### src/rtl/mem_io_pkg.sv
// mem_io_pkg: shared constants for the memory/I-O responder.
//   DATA_W          - processor data bus width
//   IO_BASE_DEFAULT - default base address of the 4-register I/O window
//   io_ofs_e        - register offsets inside the I/O window
//   tx_stat_word    - packs the TX_FIFO status read value
package mem_io_pkg;

  localparam int unsigned DATA_W = 16;

  localparam logic [DATA_W-1:0] IO_BASE_DEFAULT = 16'hFFF0;

  typedef enum logic [1:0] {
    OFS_OUT  = 2'd0,
    OFS_TX   = 2'd1,
    OFS_STAT = 2'd2,
    OFS_CYC  = 2'd3
  } io_ofs_e;

  // {overflow, zero padding, count}; the caller zero-extends count to 15 bits.
  function automatic logic [DATA_W-1:0] tx_stat_word(input logic ovf,
                                                     input logic [DATA_W-2:0] cnt);
    return {ovf, cnt};
  endfunction

endpackage

### src/rtl/mem_io_responder_tx_fifo.sv
// tx_fifo: transmit FIFO with valid/ready drain and sticky overflow flag.
//   clk, rst       - clock, synchronous active-low reset
//   push/push_data - enqueue request and word
//   pop_ready      - consumer ready; a pop happens when head_valid is also high
//   head_data      - head word, 0 when empty (combinational from storage)
//   head_valid     - FIFO non-empty
//   count          - occupancy 0..FIFO_DEPTH
//   overflow       - set when a push is dropped, cleared only by reset
module tx_fifo
  import mem_io_pkg::*;
#(
  parameter int unsigned FIFO_DEPTH = 4
) (
  input  logic                                 clk,
  input  logic                                 rst,
  input  logic                                 push,
  input  logic [DATA_W-1:0]                    push_data,
  input  logic                                 pop_ready,
  output logic [DATA_W-1:0]                    head_data,
  output logic                                 head_valid,
  output logic [$clog2(FIFO_DEPTH+1)-1:0]      count,
  output logic                                 overflow
);

  localparam int unsigned PW = $clog2(FIFO_DEPTH);
  localparam int unsigned CW = $clog2(FIFO_DEPTH + 1);

  logic [DATA_W-1:0] r_mem [FIFO_DEPTH];
  logic [PW-1:0]     r_rd_ptr;
  logic [PW-1:0]     r_wr_ptr;
  logic [CW-1:0]     r_count;
  logic              r_overflow;

  logic w_full;
  logic w_pop;
  logic w_push_acc;
  logic w_drop;

  assign w_full     = (r_count == CW'(FIFO_DEPTH));
  assign head_valid = (r_count != '0);
  assign w_pop      = head_valid & pop_ready;
  // A full FIFO still accepts a push when a pop frees the head slot at the same edge.
  assign w_push_acc = push & (~w_full | w_pop);
  assign w_drop     = push & w_full & ~w_pop;

  assign head_data = head_valid ? r_mem[r_rd_ptr] : '0;
  assign count     = r_count;
  assign overflow  = r_overflow;

  always_ff @(posedge clk) begin
    if (rst && w_push_acc) begin
      r_mem[r_wr_ptr] <= push_data;
    end
  end

  always_ff @(posedge clk) begin
    if (!rst) begin
      r_rd_ptr   <= '0;
      r_wr_ptr   <= '0;
      r_count    <= '0;
      r_overflow <= 1'b0;
    end else begin
      if (w_push_acc) begin
        r_wr_ptr <= r_wr_ptr + PW'(1);
      end
      if (w_pop) begin
        r_rd_ptr <= r_rd_ptr + PW'(1);
      end
      if (w_drop) begin
        r_overflow <= 1'b1;
      end
      case ({w_push_acc, w_pop})
        2'b10:   r_count <= r_count + CW'(1);
        2'b01:   r_count <= r_count - CW'(1);
        default: r_count <= r_count;
      endcase
    end
  end

endmodule

### src/rtl/mem_io_responder.sv
// mem_io_responder: data-bus responder for the 16-bit RISC processor.
//   clk, rst  - clock, synchronous active-low reset
//   Address   - word address from the processor
//   D_out     - write data from the processor
//   mw_en     - memory write enable
//   status    - processor status byte, snapshotted every cycle
//   D_in      - registered read data (1-cycle latency, read-before-write)
//   io_out    - output port register (IO_BASE+0)
//   tx_data   - transmit FIFO head word (IO_BASE+1 pushes)
//   tx_valid  - transmit FIFO non-empty
//   tx_ready  - consumer ready for the head word
// Map: 0..DEPTH-1 RAM, IO_BASE+0..+3 = OUT, TX, STATUS, CYCLES, rest reads 0.
module mem_io_responder
  import mem_io_pkg::*;
#(
  parameter int unsigned       DEPTH      = 256,
  parameter int unsigned       FIFO_DEPTH = 4,
  parameter logic [DATA_W-1:0] IO_BASE    = IO_BASE_DEFAULT
) (
  input  logic              clk,
  input  logic              rst,
  input  logic [DATA_W-1:0] Address,
  input  logic [DATA_W-1:0] D_out,
  input  logic              mw_en,
  input  logic [7:0]        status,
  output logic [DATA_W-1:0] D_in,
  output logic [DATA_W-1:0] io_out,
  output logic [DATA_W-1:0] tx_data,
  output logic              tx_valid,
  input  logic              tx_ready
);

  localparam int unsigned AW = $clog2(DEPTH);
  localparam int unsigned CW = $clog2(FIFO_DEPTH + 1);

  logic [DATA_W-1:0] r_ram [DEPTH];
  logic [DATA_W-1:0] r_d_in;
  logic [DATA_W-1:0] r_io_out;
  logic [7:0]        r_status;
  logic [DATA_W-1:0] r_cycles;

  logic [DATA_W-1:0] w_ofs;
  logic              w_is_ram;
  logic              w_is_io;
  io_ofs_e           w_reg;
  logic [AW-1:0]     w_ram_idx;
  logic              w_out_we;
  logic              w_push;
  logic              w_cyc_clr;
  logic [CW-1:0]     w_tx_count;
  logic              w_tx_ovf;
  logic [DATA_W-1:0] w_rd;

  assign w_is_ram  = (32'(Address) < DEPTH);
  assign w_ofs     = Address - IO_BASE;
  // RAM decode wins if the window would ever overlap the RAM range.
  assign w_is_io   = ~w_is_ram & (w_ofs < DATA_W'(4));
  assign w_reg     = io_ofs_e'(w_ofs[1:0]);
  assign w_ram_idx = Address[AW-1:0];

  assign w_out_we  = mw_en & w_is_io & (w_reg == OFS_OUT);
  assign w_push    = mw_en & w_is_io & (w_reg == OFS_TX);
  assign w_cyc_clr = mw_en & w_is_io & (w_reg == OFS_CYC);

  tx_fifo #(
    .FIFO_DEPTH(FIFO_DEPTH)
  ) u_tx_fifo (
    .clk       (clk),
    .rst       (rst),
    .push      (w_push),
    .push_data (D_out),
    .pop_ready (tx_ready),
    .head_data (tx_data),
    .head_valid(tx_valid),
    .count     (w_tx_count),
    .overflow  (w_tx_ovf)
  );

  always_comb begin
    w_rd = '0;
    if (w_is_ram) begin
      w_rd = r_ram[w_ram_idx];
    end else if (w_is_io) begin
      case (w_reg)
        OFS_OUT:  w_rd = r_io_out;
        OFS_TX:   w_rd = tx_stat_word(w_tx_ovf, (DATA_W-1)'(w_tx_count));
        OFS_STAT: w_rd = {8'h00, r_status};
        OFS_CYC:  w_rd = r_cycles;
        default:  w_rd = '0;
      endcase
    end
  end

  // RAM is never cleared; writes are held off while reset is asserted.
  always_ff @(posedge clk) begin
    if (rst && mw_en && w_is_ram) begin
      r_ram[w_ram_idx] <= D_out;
    end
  end

  always_ff @(posedge clk) begin
    if (!rst) begin
      r_d_in   <= '0;
      r_io_out <= '0;
      r_status <= '0;
      r_cycles <= '0;
    end else begin
      r_d_in   <= w_rd;
      r_status <= status;
      if (w_out_we) begin
        r_io_out <= D_out;
      end
      r_cycles <= w_cyc_clr ? '0 : r_cycles + DATA_W'(1);
    end
  end

  assign D_in   = r_d_in;
  assign io_out = r_io_out;

endmodule

### config.mk
export PLATFORM = sky130hd
export DESIGN_NAME = mem_io_responder
export DESIGN_NICKNAME = d
export VERILOG_FILES = /design/src/rtl/mem_io_pkg.sv /design/src/rtl/mem_io_responder_tx_fifo.sv /design/src/rtl/mem_io_responder.sv
export SDC_FILE = /design/constraint.sdc
export NUM_CORES = 2
export LEC_CHECK = 0
export BUFFER_PORTS_ARGS = -buffer_cell sky130_fd_sc_hd__buf_2
export CAP_MARGIN = 25
export CORE_ASPECT_RATIO = 2
export CORE_MARGIN = 2
export CORE_UTILIZATION = 30
export DETAILED_ROUTE_END_ITERATION = 10
export HOLD_SLACK_MARGIN = 0.1
export PLACE_DENSITY = 0.54
export SLEW_MARGIN = 20
export SYNTH_ARGS = -nofsm -noshare
export SYNTH_HDL_FRONTEND = slang
export SYNTH_MEMORY_MAX_BITS = 65536
export SYNTH_SLANG_ARGS = --single-unit
### constraint.sdc
create_clock -name clk -period 4.9 [get_ports clk]
set_clock_uncertainty 0.15 [all_clocks]
set_input_delay 0.98 -clock clk [delete_from_list [all_inputs] [get_ports clk]]
set_output_delay 0.98 -clock clk [all_outputs]
set_load 0.02 [all_outputs]
==> impl_metrics.py <==
metrics = {
    "finish": {
        "final_cell_count_no_fill": 16200,
        "num-nets-final": 8838,
        "sequential_cell_area_um2": 126000,
        "design_area_um2": 190000,
        "synthToLayoutAreaGrowth_pct": 16.6,
        "drive_gt1_frac": 0.240,
        "num-fill-cells": 50000,
        "multiInputGateArea_um2": 34200,
    },
    "place": {
        "placed_cell_area_um2": 178000,
        "place.detailed.instances": 15500,
        "placement.io_buffers": 92,
        "gpl.final_weighted_congestion": 0.919,
        "dp.final_hpwl_um": 353000,
    },
    "critical_path": {
        "start_kind": "input port",
        "worstPathMaxFanout": 75,
        "critical_path.endpoint_type": "register",
        "path_class": "input port to register",
        "critical_path.max_stage_delay_ps": 830,
        "cp_top_family": "compound AO/OA/AOI/OAI gates",
        "critical_path.n_buffers_inverters": 4,
        "worst_ep_arrival_time_ps": 4860,
        "critPathRequiredTime_ps": 5590,
        "critical_path.cell_chain": "buf_12, buf_12, buf_12, mux2i_1, o22ai_1, nor4_1, buf_4, o211ai_1, a31oi_1, o211ai_1, a221o_1",
        "crit_path_frequent_cell": "buf_12",
        "cp_slowest_cell": "nor4_1",
    },
    "yosys": {
        "asyncSetResetFlopFracSynth": 0,
        "synth_largest_type_area_fraction": 0.768,
        "synth_top_flop_cell": "edfxtp_1",
        "synth_area_um2": 163000,
        "top_cells_by_area_in_the_synthesized_netlist": "edfxtp_1 (77%), mux4_2 (8.9%), mux2i_1 (5.8%)",
        "ys_types": 64,
        "netlist.top_cell.by_area": "edfxtp_1",
        "synth.yosys.warnings": 0,
        "synth_nets": 8029,
        "syn-mean-instance-area_um2": 20.4,
        "synth_edf_count": 4160,
        "post_syn_instances": 7978,
        "synth.yosys.seq_area_share": 0.776,
        "ys_ff_latch": 4226,
    },
    "floorplan": {
        "floorplan.die.height_um": 1050,
        "initial_utilization": 0.301,
        "row_count": 382,
        "top_level_ports": 93,
        "design.die.area_um2": 549000,
        "floorplan.die.width_um": 525,
        "placeable_core_region_um2": 541000,
    },
    "global_routing": {
        "grt_first_pass_wirelength_um": 712000,
        "largest_net_degree_at_the_start_of_global_routing": 112,
        "number_of_antenna_violations_at_the_first_check_in_global_routing": 35,
        "track_usage": 0.185,
        "grt_pass1_vias": 87400,
        "grt_remaining_overflow": 0,
    },
    "clocking": {
        "postCtsSetupBuffers": 0,
        "cts_inserted_buffers": 345,
        "cts-resized-gates": 0,
        "cts_num_sinks": 4226,
        "clkTransAtPathRegs_ps": 70,
        "tritoncts": "yes",
        "clock_tree.buffer_depth": 4,
        "cts_root_buf": "clkbuf_16",
        "clk-insertion-delay-late_ps": 950,
        "h-tree-depth": 5,
        "cts_hold_buf": 5,
    },
    "power": {
        "ir_worst_vdd_v": 0.000271,
        "power.leakage_uw": 0.0609,
        "powerDensity_nw_per_um2": 383,
    },
    "sta": {
        "fin_tns_setup_ps": 0,
        "period_needed_ps": 4170,
        "worstMarginPinSlew_ps": 1330,
        "drv_slew": 0,
        "achievable-frequency_ghz": 0.240,
        "grt_setup_unrepaired": "no",
        "setup_violations": 0,
        "timing.final.crit_share": 0.851,
        "worst_slew_margin_rel": 0.116,
        "hold_viol_final": 0,
        "worst_hold_slack_across_all_endpoints_ps": 226,
    },
    "routing": {
        "avg_wl_per_cell_um": 32.1,
        "total_wirelength_um": 521000,
        "post_drt_via_cell_ratio": 5.15,
        "drt-initial-drc-count": 7932,
        "detailroute.via_count": 83600,
        "ant_nets": 0,
        "route.detailed.drc": 0,
        "drt_first_pass_iters": 5,
    },
    "hold_path": {
        "holdCritPathClass": "input port to register",
    },
    "outcome": {
        "outcome": "completed",
    },
    "job": {
        "maxCapViolCount": 0,
    },
}
## metal layers
layer,wire length [um],track usage,part of all wire,vias to the layer above
li1,-,-,-,34700
met2,280000,0.344,0.54,3014
met3,23800,0.0222,0.046,1021
met4,48100,0.149,0.092,14
met5,96,0,0.00018,-
met1,170000,0.184,0.33,44800
## kinds of logic after synthesis
kind of cell | after synthesis | share of synthesized area
flip-flops | 4226 | 0.776
multiplexers | 1586 | 0.147
AO/OA/AOI/OAI | 836 | 0.0363
AND/OR/NAND/NOR | 819 | 0.0234
buffers and inverters | 486 | 0.0162
XOR/XNOR | 18 | 0.000969
adder cells (fa/ha/maj) | 7 | 0.000584
## cell usage after synthesis (7+ instances only)
| library cell | n |
|---|---|
| a21oi_1 | 44 |
| a221o_1 | 16 |
| a221oi_1 | 91 |
| a22o_1 | 9 |
| a22oi_1 | 242 |
| a31oi_1 | 26 |
| a32oi_1 | 11 |
| and2_1 | 40 |
| and3_1 | 22 |
| buf_1 | 35 |
| buf_2 | 107 |
| buf_4 | 78 |
| buf_6 | 52 |
| clkbuf_1 | 201 |
| dfxtp_1 | 66 |
| edfxtp_1 | 4160 |
| inv_1 | 11 |
| mux2_2 | 9 |
| mux2i_1 | 936 |
| mux4_2 | 641 |
| nand2_1 | 168 |
| nand3_1 | 78 |
| nand3b_1 | 7 |
| nand4_1 | 42 |
| nor2_1 | 346 |
| nor2b_1 | 7 |
| nor3_1 | 19 |
| nor4_1 | 42 |
| o2111a_1 | 11 |
| o211ai_1 | 38 |
| o21ai_0 | 98 |
| o22ai_1 | 211 |
| or3_1 | 10 |
| or4_1 | 8 |
| xor2_1 | 13 |
## worst reg2reg max path: stages (launching register included)
cell,delay [ps]
edfxtp_1,360
mux4_2,500
mux4_2,630
a22o_1,290
nor3_1,530
buf_4,290
o211ai_1,270
a221o_1,430
## per-stage QoR
stage,worst slack [ps],util,total power (uW)
3_5_place_dp,-222,0.329,44500
3_3_place_gp,-1590,0.329,44400
6_report,730,0.351,72700
4_1_cts,791,0.351,73200
2_1_floorplan,627,-,42100
5_1_grt,751,0.351,74400
## layout make-up
type	instances	share of cell area
well taps	7104	0.0469
clock inverters	237	0.0139
inverters	13	0.000277
clock buffers	396	0.0474
diodes	51	0.000673
flip-flops and latches	4226	0.665
repair buffers	935	0.0452
multi-input cells	3266	0.180
## cells in the final DEF, fill, tap and decap left out, types with 51 or more instances in the layout
master and instances:
diode_2 51, o22ai_1 211, clkinv_2 60, mux2i_1 936, nand3_1 78, a22oi_1 242, mux4_2 641, dfxtp_1 66
a221oi_1 91, buf_12 126, edfxtp_1 4160, nor2_1 302, clkinv_1 62, buf_2 73, o21ai_0 86, buf_4 710
nand2_1 168, clkbuf_16 352
## where the power goes
part	total, uW	internal [uW]	switching [uW]
logic	4000	1300	2700
clock network	29000	15700	13400
registers	39600	39600	4.65
## path summary, 6_finish.rpt
path | startpoint | to | slack, ps | cells past startpoint
worst max-delay path | Address[0] | D_in[9]$_SDFF_PN0_ | 730 | 11
worst min-delay path | status[0] | r_status[0]$_SDFF_PN0_ | 230 | 2
worst max register to register | r_ram[183][9]$_DFFE_PP_ | D_in[9]$_SDFF_PN0_ | 1350 | 7
worst min register to register | io_out[3]$_SDFFE_PN0P_ | io_out[3]$_SDFFE_PN0P_ | 320 | 2
## sequential cells by signal (all words and copies together) (netlist names), named ones only
| signal | cells |
|---|---|
| u_tx_fifo.r_mem | 64 |
| r_ram | 4096 |
| r_status | 8 |
| u_tx_fifo.r_rd_ptr | 2 |
| D_in | 16 |
| io_out | 16 |
| u_tx_fifo.r_wr_ptr | 2 |
| r_cycles | 16 |
| u_tx_fifo.count | 3 |
| u_tx_fifo.overflow | 1 |
No activity file was read; power rests on OpenSTA's default activity.
